**config.mk**
```make
export PLATFORM = sky130hd
export DESIGN_NAME = adder_bist_ctrl
export DESIGN_NICKNAME = d
export VERILOG_FILES = /design/src/rtl/adder_bist_pkg.sv /design/src/rtl/adder_bist_lfsr.sv /design/src/rtl/adder_bist_ctrl.sv
export SDC_FILE = /design/constraint.sdc
export NUM_CORES = 1
export LEC_CHECK = 0
export CORE_ASPECT_RATIO = 1.4
export CORE_MARGIN = 10
export CORE_UTILIZATION = 40
export DETAILED_ROUTE_END_ITERATION = 8
export GPL_TIMING_DRIVEN = 0
export PLACE_DENSITY = 0.66
export SETUP_SLACK_MARGIN = 0.15
export SYNTH_ARGS = -nofsm -noshare
export SYNTH_HDL_FRONTEND = slang
export SYNTH_SLANG_ARGS = --single-unit
export TNS_END_PERCENT = 100
```
**constraint.sdc**
```tcl
create_clock -name i_clk -period 6.1 [get_ports i_clk]
set_input_delay 1.22 -clock i_clk [delete_from_list [all_inputs] [get_ports i_clk]]
set_output_delay 1.22 -clock i_clk [all_outputs]
set_load 0.05 [all_outputs]
```
**src/rtl/adder_bist_pkg.sv**
```systemverilog
// Shared constants for the adder-bank BIST controller: FSM encoding, LFSR polynomial,
// operand-B scrambling and the corner-vector tables used when ADDER_BIST_CORNER_EN is defined.
package adder_bist_pkg;

    localparam int NUM_ADDERS  = 5;
    localparam int NUM_CORNERS = 8;

    localparam logic [2:0] ST_IDLE   = 3'd0;
    localparam logic [2:0] ST_DRIVE  = 3'd1;
    localparam logic [2:0] ST_SETTLE = 3'd2;
    localparam logic [2:0] ST_CHECK  = 3'd3;
    localparam logic [2:0] ST_DONE   = 3'd4;

    // Galois taps for x^32+x^22+x^2+x+1, right-shifting form
    localparam logic [31:0] LFSR_MASK = 32'h8020_0003;
    localparam logic [31:0] B_XOR     = 32'h5A5A_5A5A;

    // Entry 0 is the rightmost element of each packed table
    localparam logic [NUM_CORNERS-1:0][31:0] CORNER_A = {
        32'h0000_FFFF, 32'h0000_0001, 32'hAAAA_AAAA, 32'h8000_0000,
        32'h7FFF_FFFF, 32'hFFFF_FFFF, 32'hFFFF_FFFF, 32'h0000_0000
    };
    localparam logic [NUM_CORNERS-1:0][31:0] CORNER_B = {
        32'h0000_0001, 32'hFFFF_FFFE, 32'h5555_5555, 32'h8000_0000,
        32'h0000_0001, 32'hFFFF_FFFF, 32'h0000_0001, 32'h0000_0000
    };

    function automatic logic [31:0] lfsr_next(input logic [31:0] cur);
        return (cur >> 1) ^ (cur[0] ? LFSR_MASK : 32'h0);
    endfunction

    function automatic logic [31:0] derive_b(input logic [31:0] cur);
        return {cur[15:0], cur[31:16]} ^ B_XOR;
    endfunction

    function automatic logic [31:0] safe_seed(input logic [31:0] seed);
        return (seed == 32'h0) ? 32'h1 : seed;
    endfunction

endpackage

```
**src/rtl/adder_bist_lfsr.sv**
```systemverilog
// 32-bit Galois LFSR operand generator; a zero seed is replaced by 1 so the
// all-zero lock-up state can never be entered.
module adder_bist_lfsr
    import adder_bist_pkg::*;
#(
    parameter logic [31:0] RESET_SEED = 32'h1
) (
    input  logic        i_clk,
    input  logic        i_rst_n,
    input  logic        i_load,
    input  logic [31:0] i_seed,
    input  logic        i_step,
    output logic [31:0] o_state
);

    logic [31:0] state;

    always_ff @(posedge i_clk or negedge i_rst_n) begin
        if (!i_rst_n) begin
            state <= safe_seed(RESET_SEED);
        end else if (i_load) begin
            state <= safe_seed(i_seed);
        end else if (i_step) begin
            state <= lfsr_next(state);
        end
    end

    assign o_state = state;

endmodule

```
**src/rtl/adder_bist_ctrl.sv**
```systemverilog
// BIST controller for the 32-bit adder bank: drives operands, checks all sums against a+b.
// Define ADDER_BIST_CORNER_EN to prefix each run with the fixed corner-vector table.
module adder_bist_ctrl
    import adder_bist_pkg::*;
#(
    parameter int          NUM_VECTORS   = 1024,
    parameter int          SETTLE_CYCLES = 1,
    parameter logic [31:0] SEED          = 32'hACE1_2025
) (
    input  logic        i_clk,
    input  logic        i_rst_n,
    input  logic        i_start,
    output logic [31:0] o_a,
    output logic [31:0] o_b,
    input  logic [31:0] i_sum_cra,
    input  logic [31:0] i_sum_cla,
    input  logic [31:0] i_sum_csa,
    input  logic [31:0] i_sum_cska,
    input  logic [31:0] i_sum_ksa,
    output logic        o_busy,
    output logic        o_done,
    output logic        o_pass,
    output logic [4:0]  o_err_mask,
    output logic [15:0] o_err_count,
    output logic [15:0] o_vec_count
);

    localparam logic [31:0] SEED_EFF    = safe_seed(SEED);
    localparam logic [15:0] LAST_VECTOR = 16'(NUM_VECTORS);
    localparam logic [15:0] SETTLE_LAST = 16'(SETTLE_CYCLES - 1);
    localparam logic [2:0]  AFTER_DRIVE = (SETTLE_CYCLES > 0) ? ST_SETTLE : ST_CHECK;

    logic [2:0]            state;
    logic [31:0]           a;
    logic [31:0]           b;
    logic [15:0]           settle_cnt;
    logic [NUM_ADDERS-1:0] err_mask;
    logic [15:0]           err_count;
    logic [15:0]           vec_count;

    logic [31:0]           lfsr_state;
    logic                  lfsr_load;
    logic                  lfsr_step;
    logic                  use_corner;
    logic [31:0]           drive_a;
    logic [31:0]           drive_b;
    logic [31:0]           golden;
    logic [NUM_ADDERS-1:0] mismatch;
    logic [15:0]           vec_next;
    logic                  start_ok;

    assign start_ok  = i_start && ((state == ST_IDLE) || (state == ST_DONE));
    assign lfsr_load = start_ok;
    assign lfsr_step = (state == ST_DRIVE) && !use_corner;

    adder_bist_lfsr #(
        .RESET_SEED (SEED_EFF)
    ) u_lfsr (
        .i_clk   (i_clk),
        .i_rst_n (i_rst_n),
        .i_load  (lfsr_load),
        .i_seed  (SEED_EFF),
        .i_step  (lfsr_step),
        .o_state (lfsr_state)
    );

`ifdef ADDER_BIST_CORNER_EN
    // Corner vectors take the first slots of the run and leave the LFSR untouched
    assign use_corner = (vec_count < 16'(NUM_CORNERS));

    always_comb begin
        drive_a = lfsr_state;
        drive_b = derive_b(lfsr_state);
        if (use_corner) begin
            drive_a = CORNER_A[vec_count[2:0]];
            drive_b = CORNER_B[vec_count[2:0]];
        end
    end
`else
    assign use_corner = 1'b0;
    assign drive_a    = lfsr_state;
    assign drive_b    = derive_b(lfsr_state);
`endif

    always_comb begin
        golden   = a + b;
        mismatch = {i_sum_ksa  != golden,
                    i_sum_cska != golden,
                    i_sum_csa  != golden,
                    i_sum_cla  != golden,
                    i_sum_cra  != golden};
        vec_next = vec_count + 16'd1;
    end

    always_ff @(posedge i_clk or negedge i_rst_n) begin
        if (!i_rst_n) begin
            state      <= ST_IDLE;
            a          <= 32'h0;
            b          <= 32'h0;
            settle_cnt <= 16'h0;
            err_mask   <= '0;
            err_count  <= 16'h0;
            vec_count  <= 16'h0;
        end else begin
            case (state)
                ST_IDLE, ST_DONE: begin
                    if (i_start) begin
                        err_mask  <= '0;
                        err_count <= 16'h0;
                        vec_count <= 16'h0;
                        state     <= ST_DRIVE;
                    end
                end
                ST_DRIVE: begin
                    a          <= drive_a;
                    b          <= drive_b;
                    settle_cnt <= 16'h0;
                    state      <= AFTER_DRIVE;
                end
                ST_SETTLE: begin
                    if (settle_cnt == SETTLE_LAST) begin
                        state <= ST_CHECK;
                    end else begin
                        settle_cnt <= settle_cnt + 16'd1;
                    end
                end
                ST_CHECK: begin
                    err_mask <= err_mask | mismatch;
                    // Count is per vector, not per failing adder, and sticks at all-ones
                    if ((|mismatch) && (err_count != 16'hFFFF)) begin
                        err_count <= err_count + 16'd1;
                    end
                    vec_count <= vec_next;
                    state     <= (vec_next == LAST_VECTOR) ? ST_DONE : ST_DRIVE;
                end
                default: begin
                    state <= ST_IDLE;
                end
            endcase
        end
    end

    assign o_a         = a;
    assign o_b         = b;
    assign o_busy      = (state == ST_DRIVE) || (state == ST_SETTLE) || (state == ST_CHECK);
    assign o_done      = (state == ST_DONE);
    assign o_pass      = (state == ST_DONE) && (err_count == 16'h0);
    assign o_err_mask  = err_mask;
    assign o_err_count = err_count;
    assign o_vec_count = vec_count;

endmodule
```
==> results.py, run 1 <==
metrics = {
    "sta": {
        "clock_skew_ps": 11.1,
        "finalSetupTns_ps": 0,
        "fin_crit_sh": 0.945,
        "fin_crit_ps": 5770,
        "maxSlewViolCount": 0,
        "setup_viol": 0,
        "slew-limit-headroom": 0.322,
        "max_freq_mhz": 173,
        "rsz0062_at_grt": "false",
        "hold_viol": 0,
        "worst_pin_slew_ps": 1010,
    },
    "drt": {
        "drt-vias-per-instance": 5.81,
        "drc": 0,
        "routed-via-count": 12100,
        "drtIter0Drc": 929,
        "routedWlPerCell_um": 22.8,
        "drt-total-wl_mm": 47.3,
        "dr.pass1.iters": 6,
        "drtAntennaViolNets": 0,
    },
    "synthesis": {
        "yosysUniqueCellTypes": 103,
        "syn_inst": 1405,
        "synth_area_mm2": 0.0115,
        "synth_area_leader_cell": "dfrtp_1",
        "synth_edf_count": 0,
        "async_reset_ff_frac": 1.00,
        "synth_top_area_frac": 0.269,
        "yosys-top-cells-count": "nand2_1 (233), dfrtp_1 (124), nor2_1 (110)",
        "synth_ff_type": "dfrtp_1",
        "ys_seq_area_frac": 0.296,
        "ys_ff_latch": 136,
        "yosysMostFrequentCell": "nand2_1",
        "synth_warnings": 0,
        "syn_nets": 1599,
        "synth_area_leaders": "dfrtp_1 (27%), nand2_1 (7.6%), xnor2_1 (5.9%), xor2_1 (5.1%), o21ai_0 (3.9%)",
        "syn_area_per_cell_um2": 8.21,
    },
    "placement": {
        "dp_hpwl_mm": 38.3,
        "port_buffers": 266,
        "gp_congestion": 0.987,
        "place_inst": 2047,
        "dpl_cell_area_mm2": 0.0147,
    },
    "grt": {
        "grt-ovfl-total": 0,
        "grt_antenna_before_repair": 0,
        "grt_pass1_wl_mm": 72.4,
        "grt_util_met2": 0.453,
        "grtUsageTotal": 0.254,
        "grt_util_met1": 0.281,
        "grt_pass1_vias": 12200,
        "grt_max_degree": 86,
        "grt.met3_usage": 0.0362,
        "top_usage_layer": "met2",
    },
    "power_and_ir_drop": {
        "p_total_mw": 10.7,
        "combPwrFrac": 0.747,
        "pwr-share-clk": 0.101,
        "intPower_mw": 4.79,
        "p_per_area_mw_per_mm2": 697,
        "peakVddDrop_mv": 0.404,
        "p_leak_nw": 6.48,
        "switching_share": 0.551,
        "power.switching_mw": 5.87,
        "seqPwrFrac": 0.152,
    },
    "cells_and_area": {
        "final_area_mm2": 0.0153,
        "fin_cells": 2079,
        "area_delta_synth_final_pct": 32.8,
        "layout-drive-gt1-share": 0.0827,
        "diodes": 0,
        "final_nets": 1885,
        "fin_util": 0.539,
    },
    "setup_path": {
        "crit_type": "flop to flop",
        "arrival_ps": 6120,
        "crit_fanout": 10,
        "crit_path_end_kind": "flop",
        "required_ps": 6460,
        "cp-start-kind": "flop",
    },
    "clock_network": {
        "clk_pin_slew_ps": 70,
        "post_cts_resized": 0,
        "cts_inserted_buffers": 17,
        "cts_num_sinks": 136,
        "cts_tree": "done",
        "postCtsSetupRepairBufs": 0,
        "insertion_delay_ps": 430,
        "cts_max_path_buffers": 2,
        "root_buffer": "clkbuf_16",
        "htreeDepth": 4,
        "ctsHoldBuffers": 0,
    },
    "floorplan": {
        "rows": 73,
        "die_area_mm2": 0.0361,
        "boundaryPins": 267,
        "dieHeight_um": 221,
        "coreArea_mm2": 0.0284,
        "die_w_um": 164,
        "initial_core_util": 0.406,
    },
    "hold_path": {
        "hp-class": "flop to flop",
    },
    "run_status": {
        "run_status": "finished, final reports clean",
    },
    "job": {
        "maxCapViolations": 0,
    },
}
-- state kept, by name (all words and copies together), names as in the netlist --
| name | cells |
|---|---|
| o_a | 31 |
| o_b | 17 |
| o_err_count | 16 |
| o_err_mask | 5 |
| o_vec_count | 16 |
| settle_cnt | 16 |
| state | 3 |
| u_lfsr.o_state | 32 |
-- final timing paths --
check / startpoint / cells after the start / slack, ps / end
min in group asynchronous: i_rst_n / 1 / 740 / o_a[7]$_DFFE_PN0P_
min: u_lfsr.o_state[23]$_DFFE_PN1P_ / 2 / 490 / u_lfsr.o_state[22]$_DFFE_PN1P_
max reg2reg: o_a[0]$_DFFE_PN0P_ / 16 / 330 / o_err_count[10]$_DFFE_PN0P_
min reg2reg: u_lfsr.o_state[23]$_DFFE_PN1P_ / 2 / 490 / u_lfsr.o_state[22]$_DFFE_PN1P_
max in group asynchronous: i_rst_n / 2 / 4550 / u_lfsr.o_state[26]$_DFFE_PN1P_
max: o_a[0]$_DFFE_PN0P_ / 16 / 330 / o_err_count[10]$_DFFE_PN0P_
-- critical path, stage by stage, from the launching register on --
cell and delay (ps):
dfrtp_1 450, ha_1 370, inv_1 100, fa_1 440, and2b_4 290, o31a_1 300
a31oi_1 220, o311a_1 440, xor2_1 520, xnor2_1 120, nor4_1 840, nand4_1 300
nor4_2 430, nand3_2 190, a21oi_2 320, buf_6 200, a221o_1 150
-- cell usage in the layout, fill, tap and decap left out, drive strengths merged, types with 31 or more instances in the layout --
cell type and n:
clkdlybuf4s50 265, nand2 233, dfrtp 124, nor2 112, o21ai 100, a21oi 85, xnor2 80, xor2 69
clkbuf 55, buf 53, nand3 48, and3 33, nor3 31
-- layer usage --
metal  share of wire  wire (um)  vias to the layer above
met5               0          0                        -
met3           0.052       2460                      131
li1                -          -                     5652
met1            0.38      17800                     5846
met4           0.058       2750                        0
met2            0.51      24300                      458
-- metrics by stage --
| step | worst slack, ps | hold slack [ps] |
|---|---|---|
| after global placement | -1640 | 465 |
| final | 335 | 486 |
| after CTS | 400 | 486 |
| after floorplan | 1380 | 457 |
| after global routing | 158 | 508 |
| after detailed placement | 429 | 481 |
-- power by group through the flow --
stage | clock network, mW | registers (mW) | logic, mW
after global routing | 1.13 | 1.67 | 8.57
after global placement | 0 | 1.63 | 7.82
final | 1.07 | 1.62 | 7.97
after detailed placement | 0 | 1.63 | 7.88
after floorplan | 0 | 2.20 | 4.84
after CTS | 1.09 | 1.62 | 7.93
-- area by class of cell --
cell class | instances | area, um^2
well taps | 375 | 469
inverters | 25 | 93.8
fillers | 2731 | 13100
repair buffers | 267 | 2690
clock inverters | 15 | 191
multi-input cells | 1155 | 7540
flip-flops and latches | 136 | 3420
plain buffers | 89 | 483
clock buffers | 17 | 425
-- kinds of logic after synthesis --
| group | synth area share |
|---|---|
| AOI/OAI and AO/OA | 0.216 |
| adders and majority gates | 0.0343 |
| DFF | 0.296 |
| and+or+nand+nor | 0.253 |
| buffers and inverters | 0.0500 |
| xor gates and xnor gates | 0.141 |
| muxes | 0.00922 |
Power figures use the tool's default switching activity.
==> inputs of run 2 (changes only) <==
--- a/config.mk
+++ b/config.mk
@@ -12,6 +12,7 @@
 export GPL_TIMING_DRIVEN = 0
 export PLACE_DENSITY = 0.66
 export SETUP_SLACK_MARGIN = 0.15
+export SKIP_LAST_GASP = 1
 export SYNTH_ARGS = -nofsm -noshare
 export SYNTH_HDL_FRONTEND = slang
 export SYNTH_SLANG_ARGS = --single-unit
==> results of run 2 <==
The final DEF is identical to that of run 1; final timing and power are the same.
==> inputs of run 3 (changes only) <==
--- a/config.mk
+++ b/config.mk
@@ -5,6 +5,7 @@
 export SDC_FILE = /design/constraint.sdc
 export NUM_CORES = 1
 export LEC_CHECK = 0
+export ABC_CLOCK_PERIOD_IN_PS = 6100
 export CORE_ASPECT_RATIO = 1.4
 export CORE_MARGIN = 10
 export CORE_UTILIZATION = 40
==> results of run 3 <==
The final DEF is identical to that of run 1; final timing and power are the same.
